[src/rtl/shadow_stack_unit.sv]
// ---------------------------------------------------------------------------
// shadow_stack_unit
//   Owns the architectural shadow stack pointer (ssp) for backward-edge CFI.
//   Feeds ssp to the ALU, commits SSPINC results and CSR writes, and runs
//   shadow-stack push / pop-check operations through a single-outstanding
//   load/store port. Completion and faults are reported with a done pulse.
//
// Ports:
//   clk_i, rst_ni            clock, synchronous active-low reset
//   xbcfie_i                 backward-edge CFI enable for current privilege
//   ssp_o                    current ssp (0 while disabled)
//   alu_ssp_valid_i/alu_ssp_i   SSPINC commit from the ALU
//   csr_ssp_we_i/csr_ssp_wdata_i CSR write to ssp
//   op_valid_i/op_ready_o/op_is_push_i/op_data_i   push/pop-check request
//   mem_req_o/mem_gnt_i/mem_we_o/mem_addr_o/mem_wdata_o  memory request
//   mem_rvalid_i/mem_rdata_i/mem_err_i                   memory response
//   done_o/fault_o/fault_cause_o  completion pulse and fault report
//     fault_cause_o: 01 mismatch, 10 access error, 11 misaligned, 00 none
// ---------------------------------------------------------------------------
module shadow_stack_unit #(
    parameter int unsigned      XLEN      = 64,
    parameter logic [XLEN-1:0]  SSP_RESET = '0
) (
    input  logic            clk_i,
    input  logic            rst_ni,
    input  logic            xbcfie_i,
    output logic [XLEN-1:0] ssp_o,
    input  logic            alu_ssp_valid_i,
    input  logic [XLEN-1:0] alu_ssp_i,
    input  logic            csr_ssp_we_i,
    input  logic [XLEN-1:0] csr_ssp_wdata_i,
    input  logic            op_valid_i,
    output logic            op_ready_o,
    input  logic            op_is_push_i,
    input  logic [XLEN-1:0] op_data_i,
    output logic            mem_req_o,
    input  logic            mem_gnt_i,
    output logic            mem_we_o,
    output logic [XLEN-1:0] mem_addr_o,
    output logic [XLEN-1:0] mem_wdata_o,
    input  logic            mem_rvalid_i,
    input  logic [XLEN-1:0] mem_rdata_i,
    input  logic            mem_err_i,
    output logic            done_o,
    output logic            fault_o,
    output logic [1:0]      fault_cause_o
);

    localparam int unsigned     W      = XLEN / 8;
    localparam int unsigned     AW     = $clog2(W);
    localparam logic [XLEN-1:0] W_STEP = XLEN'(W);

    localparam logic [1:0] CAUSE_NONE     = 2'b00;
    localparam logic [1:0] CAUSE_MISMATCH = 2'b01;
    localparam logic [1:0] CAUSE_ACCESS   = 2'b10;
    localparam logic [1:0] CAUSE_MISALIGN = 2'b11;

    typedef enum logic [1:0] {S_IDLE, S_REQ, S_RESP, S_DONE} state_e;

    state_e          state_q;
    logic [XLEN-1:0] ssp_q, ssp_d;
    logic [XLEN-1:0] addr_q;
    logic [XLEN-1:0] data_q;
    logic            push_q;
    logic            fault_q;
    logic [1:0]      cause_q;
    logic [XLEN-1:0] acc_addr;
    logic            fsm_ok;

    // Push pre-decrements, pop reads at the current top.
    assign acc_addr = op_is_push_i ? (ssp_q - W_STEP) : ssp_q;

    // Successful memory completion, the only case where the FSM moves ssp.
    assign fsm_ok = (state_q == S_RESP) && mem_rvalid_i && !mem_err_i &&
                    (push_q || (mem_rdata_i == data_q));

    // Later assignments win: CSR > FSM success > ALU commit.
    always_comb begin
        ssp_d = ssp_q;
        if (alu_ssp_valid_i && xbcfie_i) ssp_d = alu_ssp_i;
        if (fsm_ok)                      ssp_d = push_q ? (ssp_q - W_STEP) : (ssp_q + W_STEP);
        if (csr_ssp_we_i)                ssp_d = csr_ssp_wdata_i;
    end

    always_ff @(posedge clk_i) begin
        if (!rst_ni) begin
            state_q <= S_IDLE;
            ssp_q   <= SSP_RESET;
            addr_q  <= '0;
            data_q  <= '0;
            push_q  <= 1'b0;
            fault_q <= 1'b0;
            cause_q <= CAUSE_NONE;
        end else begin
            ssp_q <= ssp_d;
            case (state_q)
                S_IDLE: begin
                    fault_q <= 1'b0;
                    cause_q <= CAUSE_NONE;
                    if (op_valid_i) begin
                        push_q <= op_is_push_i;
                        data_q <= op_data_i;
                        addr_q <= acc_addr;
                        if (!xbcfie_i) begin
                            // Disabled: complete silently with no access.
                            state_q <= S_DONE;
                        end else if (acc_addr[AW-1:0] != '0) begin
                            fault_q <= 1'b1;
                            cause_q <= CAUSE_MISALIGN;
                            state_q <= S_DONE;
                        end else begin
                            state_q <= S_REQ;
                        end
                    end
                end
                S_REQ: begin
                    if (mem_gnt_i) state_q <= S_RESP;
                end
                S_RESP: begin
                    if (mem_rvalid_i) begin
                        if (mem_err_i) begin
                            fault_q <= 1'b1;
                            cause_q <= CAUSE_ACCESS;
                        end else if (!push_q && (mem_rdata_i != data_q)) begin
                            fault_q <= 1'b1;
                            cause_q <= CAUSE_MISMATCH;
                        end
                        state_q <= S_DONE;
                    end
                end
                S_DONE: begin
                    state_q <= S_IDLE;
                end
                default: state_q <= S_IDLE;
            endcase
        end
    end

    // Handshake outputs decode the registered state only.
    assign op_ready_o    = (state_q == S_IDLE);
    assign mem_req_o     = (state_q == S_REQ);
    assign mem_we_o      = push_q && (state_q == S_REQ);
    assign mem_addr_o    = addr_q;
    assign mem_wdata_o   = data_q;
    assign done_o        = (state_q == S_DONE);
    assign fault_o       = fault_q;
    assign fault_cause_o = cause_q;
    assign ssp_o         = xbcfie_i ? ssp_q : '0;

endmodule

[config.mk]
export PLATFORM = sky130hd
export DESIGN_NAME = shadow_stack_unit
export DESIGN_NICKNAME = d
export VERILOG_FILES = /design/src/rtl/shadow_stack_unit.sv
export SDC_FILE = /design/constraint.sdc
export NUM_CORES = 1
export LEC_CHECK = 0
export CORE_MARGIN = 3
export CORE_UTILIZATION = 40
export CTS_CLUSTER_DIAMETER = 30
export CTS_CLUSTER_SIZE = 10
export DETAILED_ROUTE_END_ITERATION = 16
export PLACE_DENSITY_LB_ADDON = 0.2
export SYNTH_ARGS = -nofsm -noshare
export SYNTH_HDL_FRONTEND = slang
export SYNTH_SLANG_ARGS = --single-unit
[constraint.sdc]
create_clock -name clk_i -period 2.79 [get_ports clk_i]
set_input_delay 0.558 -clock clk_i [delete_from_list [all_inputs] [get_ports clk_i]]
set_output_delay 0.558 -clock clk_i [all_outputs]
set_load 0.1 [all_outputs]
## Yosys cells after proc, flatten, opt, wreduce, memory -nomap -nowiden

Cells that the tools add are included.

| storage, ports and cells | value |
|---|---|
| flip-flop bits (word level) | 198 |
| input port bits | 266 |
| word-level logic and storage cells | 60 |

| cells by class | value |
|---|---|
| $add $sub $neg | 2 |
| eq/ne operators | 9 |
| muxes and demuxes | 26 |
| reductions and logical operators | 16 |

Operators with widths:

| operator | count |
|---|---|
| $mux 64 | 6 |
| $add 64x4->64 const B | 1 |
| $eq 64x64->1 | 1 |
| $ne 64x64->1 | 1 |
| $sub 64x4->64 const B | 1 |
| $mux 2 | 11 |
| $pmux 2 s4 | 1 |
| $logic_and 1x1->1 | 6 |
| $mux 1 | 6 |
| $reduce_and 3->1 | 2 |
| $reduce_bool 3->1 | 2 |
| $eq 2x2->1 const B | 2 |
| $ne 2x2->1 const B | 2 |
| $pmux 2 s2 | 1 |
| $ne 3x2->1 const B | 1 |
| $eq 2x1->1 const B | 1 |
| $logic_not 1->1 | 2 |
| $logic_not 2->1 | 1 |
| $ne 2x1->1 const B | 1 |
| $pmux 1 s2 | 1 |
| $reduce_and 2->1 | 1 |
| $reduce_bool 2->1 | 1 |
| $logic_or 1x1->1 | 1 |

## Depth between registers and ports, before layout

| depth | value |
|---|---|
| depth after elaboration | 7 |
| depth in mapped cells | 12 |

## Least setup slack after synthesis

No wires, ideal clock.

| path | value |
|---|---|
| kind | flip-flop to flip-flop |
| from | register data_q[17] (netlist: mem_wdata_o[17]) |
| to | register ssp_q[3] |
| data arrival time | 2870 ps |
| setup slack | -175 ps |
| cell stages (with the launch flop) | 10 |
| clock period less this slack | 2965 ps |
| cell sequence | dfxtp_1 xnor2_1 nand4_1 nor4_1 nand4_1 a21boi_0 clkbuf_1 clkbuf_1 a22oi_1 a221oi_1 |

| between the ends | value |
|---|---|
| cells in the longest elaborated chain, start to end | 5 |
| elaborated cells between the ends (all ways) | 6 |

RTL lines:

| what | RTL line | text |
|---|---|---|
| start, declared | 63 | `logic [XLEN-1:0] data_q;` |
| start signal, assigned | 102 | `data_q <= op_data_i;` |
| $eq 64x64->1 (*) | 75 | `(push_q \|\| (mem_rdata_i == data_q));` |
| $logic_or 1x1->1 (*) | 75 |  |
| $logic_and 1x1->1 (*) | 74 | `assign fsm_ok = (state_q == S_RESP) && mem_rvalid_i && !mem_err_i &&` |
| $mux 64 | 81 | `if (fsm_ok) ssp_d = push_q ? (ssp_q - W_STEP) : (ssp_q + W_STEP);` |
| $mux 64 | 82 | `if (csr_ssp_we_i) ssp_d = csr_ssp_wdata_i;` |
| end signal, assigned | 95 | `ssp_q <= ssp_d;` |
| end, declared | 61 | `logic [XLEN-1:0] ssp_q, ssp_d;` |

Mark *: on every way between the ends. The rest lies on a longest branch, timed or not.
A chain may end at the register's enable or synchronous reset.

## Final worst setup path

| path | value |
|---|---|
| from | input mem_rdata_i[27] |
| to | register ssp_q[57] |

| between the ends | value |
|---|---|
| cells in the longest elaborated chain, start to end | 5 |
| elaborated cells between the ends (all ways) | 6 |

RTL lines:

| what | RTL line | text |
|---|---|---|
| start, declared | 42 | `input logic [XLEN-1:0] mem_rdata_i,` |
| $eq 64x64->1 (*) | 75 |  |
| $logic_or 1x1->1 (*) | 75 |  |
| $logic_and 1x1->1 (*) | 74 |  |
| $mux 64 | 81 |  |
| $mux 64 | 82 |  |

Marks and branches as above.

==> results.cfg <==
[synthesis]
syn_inst = 1723
synth_top_area_share_pct = 32.0
ys_top_cells_by_count = nand2_1, dfxtp_1, nor2_1, a21oi_1, clkbuf_1
synth_ff_type = dfxtp_1
ys_ff_latch = 198
synth_most_common_cell = nand2_1
ys_seq_area_share_pct = 32.0
syn_area_um2 = 12400
syn_area_per_cell_um2 = 7.18
yosys.area.top_type = dfxtp_1
ys_async_sr_fraction_pct = 0
ys_warn_count = 0
ys_types = 72
ys_top_cells_by_area = dfxtp_1, xnor2_1, nand2_1
synth_edf_count = 0
synth_nets = 1995

[clock_network]
h-tree-depth = 4
cts_tree = done
cts.sinks = 198
cts.root.buffer_cell = clkbuf_16
cts_made_buffers = 17
ctsHoldBuffers = 0
clk_pin_slew_ns = 0.08
clk_path_buf_depth = 2
worstSkewPairLatency_ns = 0.45

[worst_setup_path]
cp-start-kind = input port
required_ns = 3.14
worstPathMaxFanout = 7
cp_data_arrival_time_ns = 3.12
endpoint_kind = flip-flop
crit_type = input port to flip-flop

[floorplanning]
dieHeight_um = 182
placementRows = 63
pin_count = 465
start_util_pct = 41.2
fp.coreArea_um2 = 30000
die_area_um2 = 33100
fp.dieW_um = 182

[power_and_ir_drop]
leakagePower_uw = 0.00766
vdd_drop_max_mv = 0.628
power.density_nw_per_um2 = 705
power_uw = 14000

[timing]
finalSetupViolations = 0
skew_ns = 0.0213
fmax_mhz = 362
hold_viol = 0
rsz0062_at_grt = yes
final_max_slew_viol_count = 0
max_slew.worst_pin.slew_ns = 0.696
slew_headroom_pct = 53.4
min_period_ns = 2.76
period_share_pct = 99.1

[route]
viasPerCell = 5.78
ant_nets = 0
drt_iter0_markers = 1481
vias = 15200
firstDrtPassIters = 6
drt-wirelength-per-cell_um = 22.1
drc = 0
postRouteWirelength_mm = 57.9

[worst_hold_path]
hold_path.class = flip-flop to flip-flop

[cells_and_area]
drive_gt1_share_pct = 24.2
final_util_pct = 65.9
diodes = 0
area_growth_pct = 60.0
finalNetCount = 2497

[outcome]
status = finished clean

[placed_design]
portBuffers = 464
hpwlAfterDp_mm = 44.0
gp_congestion = 0.967

[grt]
grt_max_degree = 79
grt_pass1_vias = 14500
grt-ovfl-total = 0
grt_usage_pct = 32.6
antenna_found_initial = 2
grt_pass1_wl_mm = 85.4

[run]
max-cap-violations = 0
-- state kept, by name, indices dropped and copies added, names as in the netlist --
register	flops
mem_addr_o	64
mem_wdata_o	64
ssp_q	64
fault_cause_o	2
state_q	2
fault_o	1
push_q	1
-- per-stage QoR --
step	hold WS, ns	setup slack, ns	TNS [ns]	instances	cell area (um2)
floorplan	0.453	0.151	0	1723	12500
global placement	0.450	-0.619	-34.51	2579	18600
detailed placement	0.452	-0.651	-35.19	2579	18600
CTS	0.462	0.00178	0	2615	19400
global route	0.485	-0.0599	-0.371	2627	19800
finish	0.455	0.0254	0	2627	19800
-- report_power, final --
group | switching, uW | internal, uW
registers | 461 | 3380
clock network | 1300 | 1280
logic | 5460 | 2070
-- worst paths after layout --
kind / cells after the start / to / slack (ns) / startpoint
setup / recovery: 13 / ssp_q[57] / 0.03 / mem_rdata_i[27]
hold / removal: 2 / mem_addr_o[4] / 0.45 / mem_addr_o[4]
setup reg to reg: 9 / ssp_q[38] / 0.06 / ssp_q[21]
hold reg to reg: 2 / mem_addr_o[4] / 0.45 / mem_addr_o[4]
-- final cells by class --
type                       count  area (um2)
clock buffer                  18         429
timing repair buffer         633        6600
inverter                      44         168
fill                        2599       10200
clock inverter                13         161
sequential                   198        4050
tap                          390         488
multi-input combinational   1331        7920
-- layout by cell type (no fill, tap or decap), drive strengths merged, types with 11 or more instances in the layout --
cell / synthesis / layout
dlymetal6s2s: 0 / 21
nand3: 59 / 59
a2bb2oi: 35 / 35
a21oi: 154 / 154
o21ai: 84 / 84
nand2: 229 / 229
a31oi: 18 / 18
and3: 17 / 17
or2: 16 / 16
nor4: 34 / 34
and2: 69 / 69
nand4: 29 / 29
inv: 44 / 51
nor2: 181 / 181
xnor2: 109 / 109
buf: 16 / 365
dfxtp: 198 / 198
or3: 21 / 21
xor2: 14 / 14
a211oi: 54 / 54
a311oi: 11 / 11
clkdlybuf4s50: 0 / 241
nor3: 78 / 78
clkbuf: 134 / 24
-- metal layers --
metal | vias to the layer above | routed length (um) | global-route usage (%)
met5 | - | 27 | 0
met4 | 4 | 2190 | 11.7
met3 | 149 | 5480 | 7.09
met2 | 828 | 27100 | 54.1
met1 | 7156 | 23100 | 41.8
li1 | 7058 | - | -
-- cell families (layout without fill, tap and decap cells) --
logic type      count (synthesis)  count (layout)  synth area share (%)
simple gates                  777             777                  30.9
compound gates                420             420                  21.3
flops                         198             198                  32.0
buf+inv                       194             708                  6.09
xor+xnor                      123             123                  8.70
fa+ha+maj                       6               6                 0.606
mux                             5               5                 0.404
-- what timing repair did --
item                                    4_1_cts  5_1_grt
pin swaps                                     4       35
setup buffers                                 3        8
endpoints found under the setup margin       58       62
resized for setup                             6       74
gates cloned                                  2        7
-- worst max-delay path: stages --
cell	delay [ns]
clkdlybuf4s50_1	0.48
xnor2_1	0.14
nand4_1	0.16
nor4_4	0.35
buf_4	0.16
nand4_1	0.12
buf_4	0.18
a21boi_4	0.16
buf_12	0.15
buf_12	0.13
buf_4	0.14
o21ai_0	0.10
a211oi_1	0.27
No activity file was read; power rests on OpenSTA's default activity.
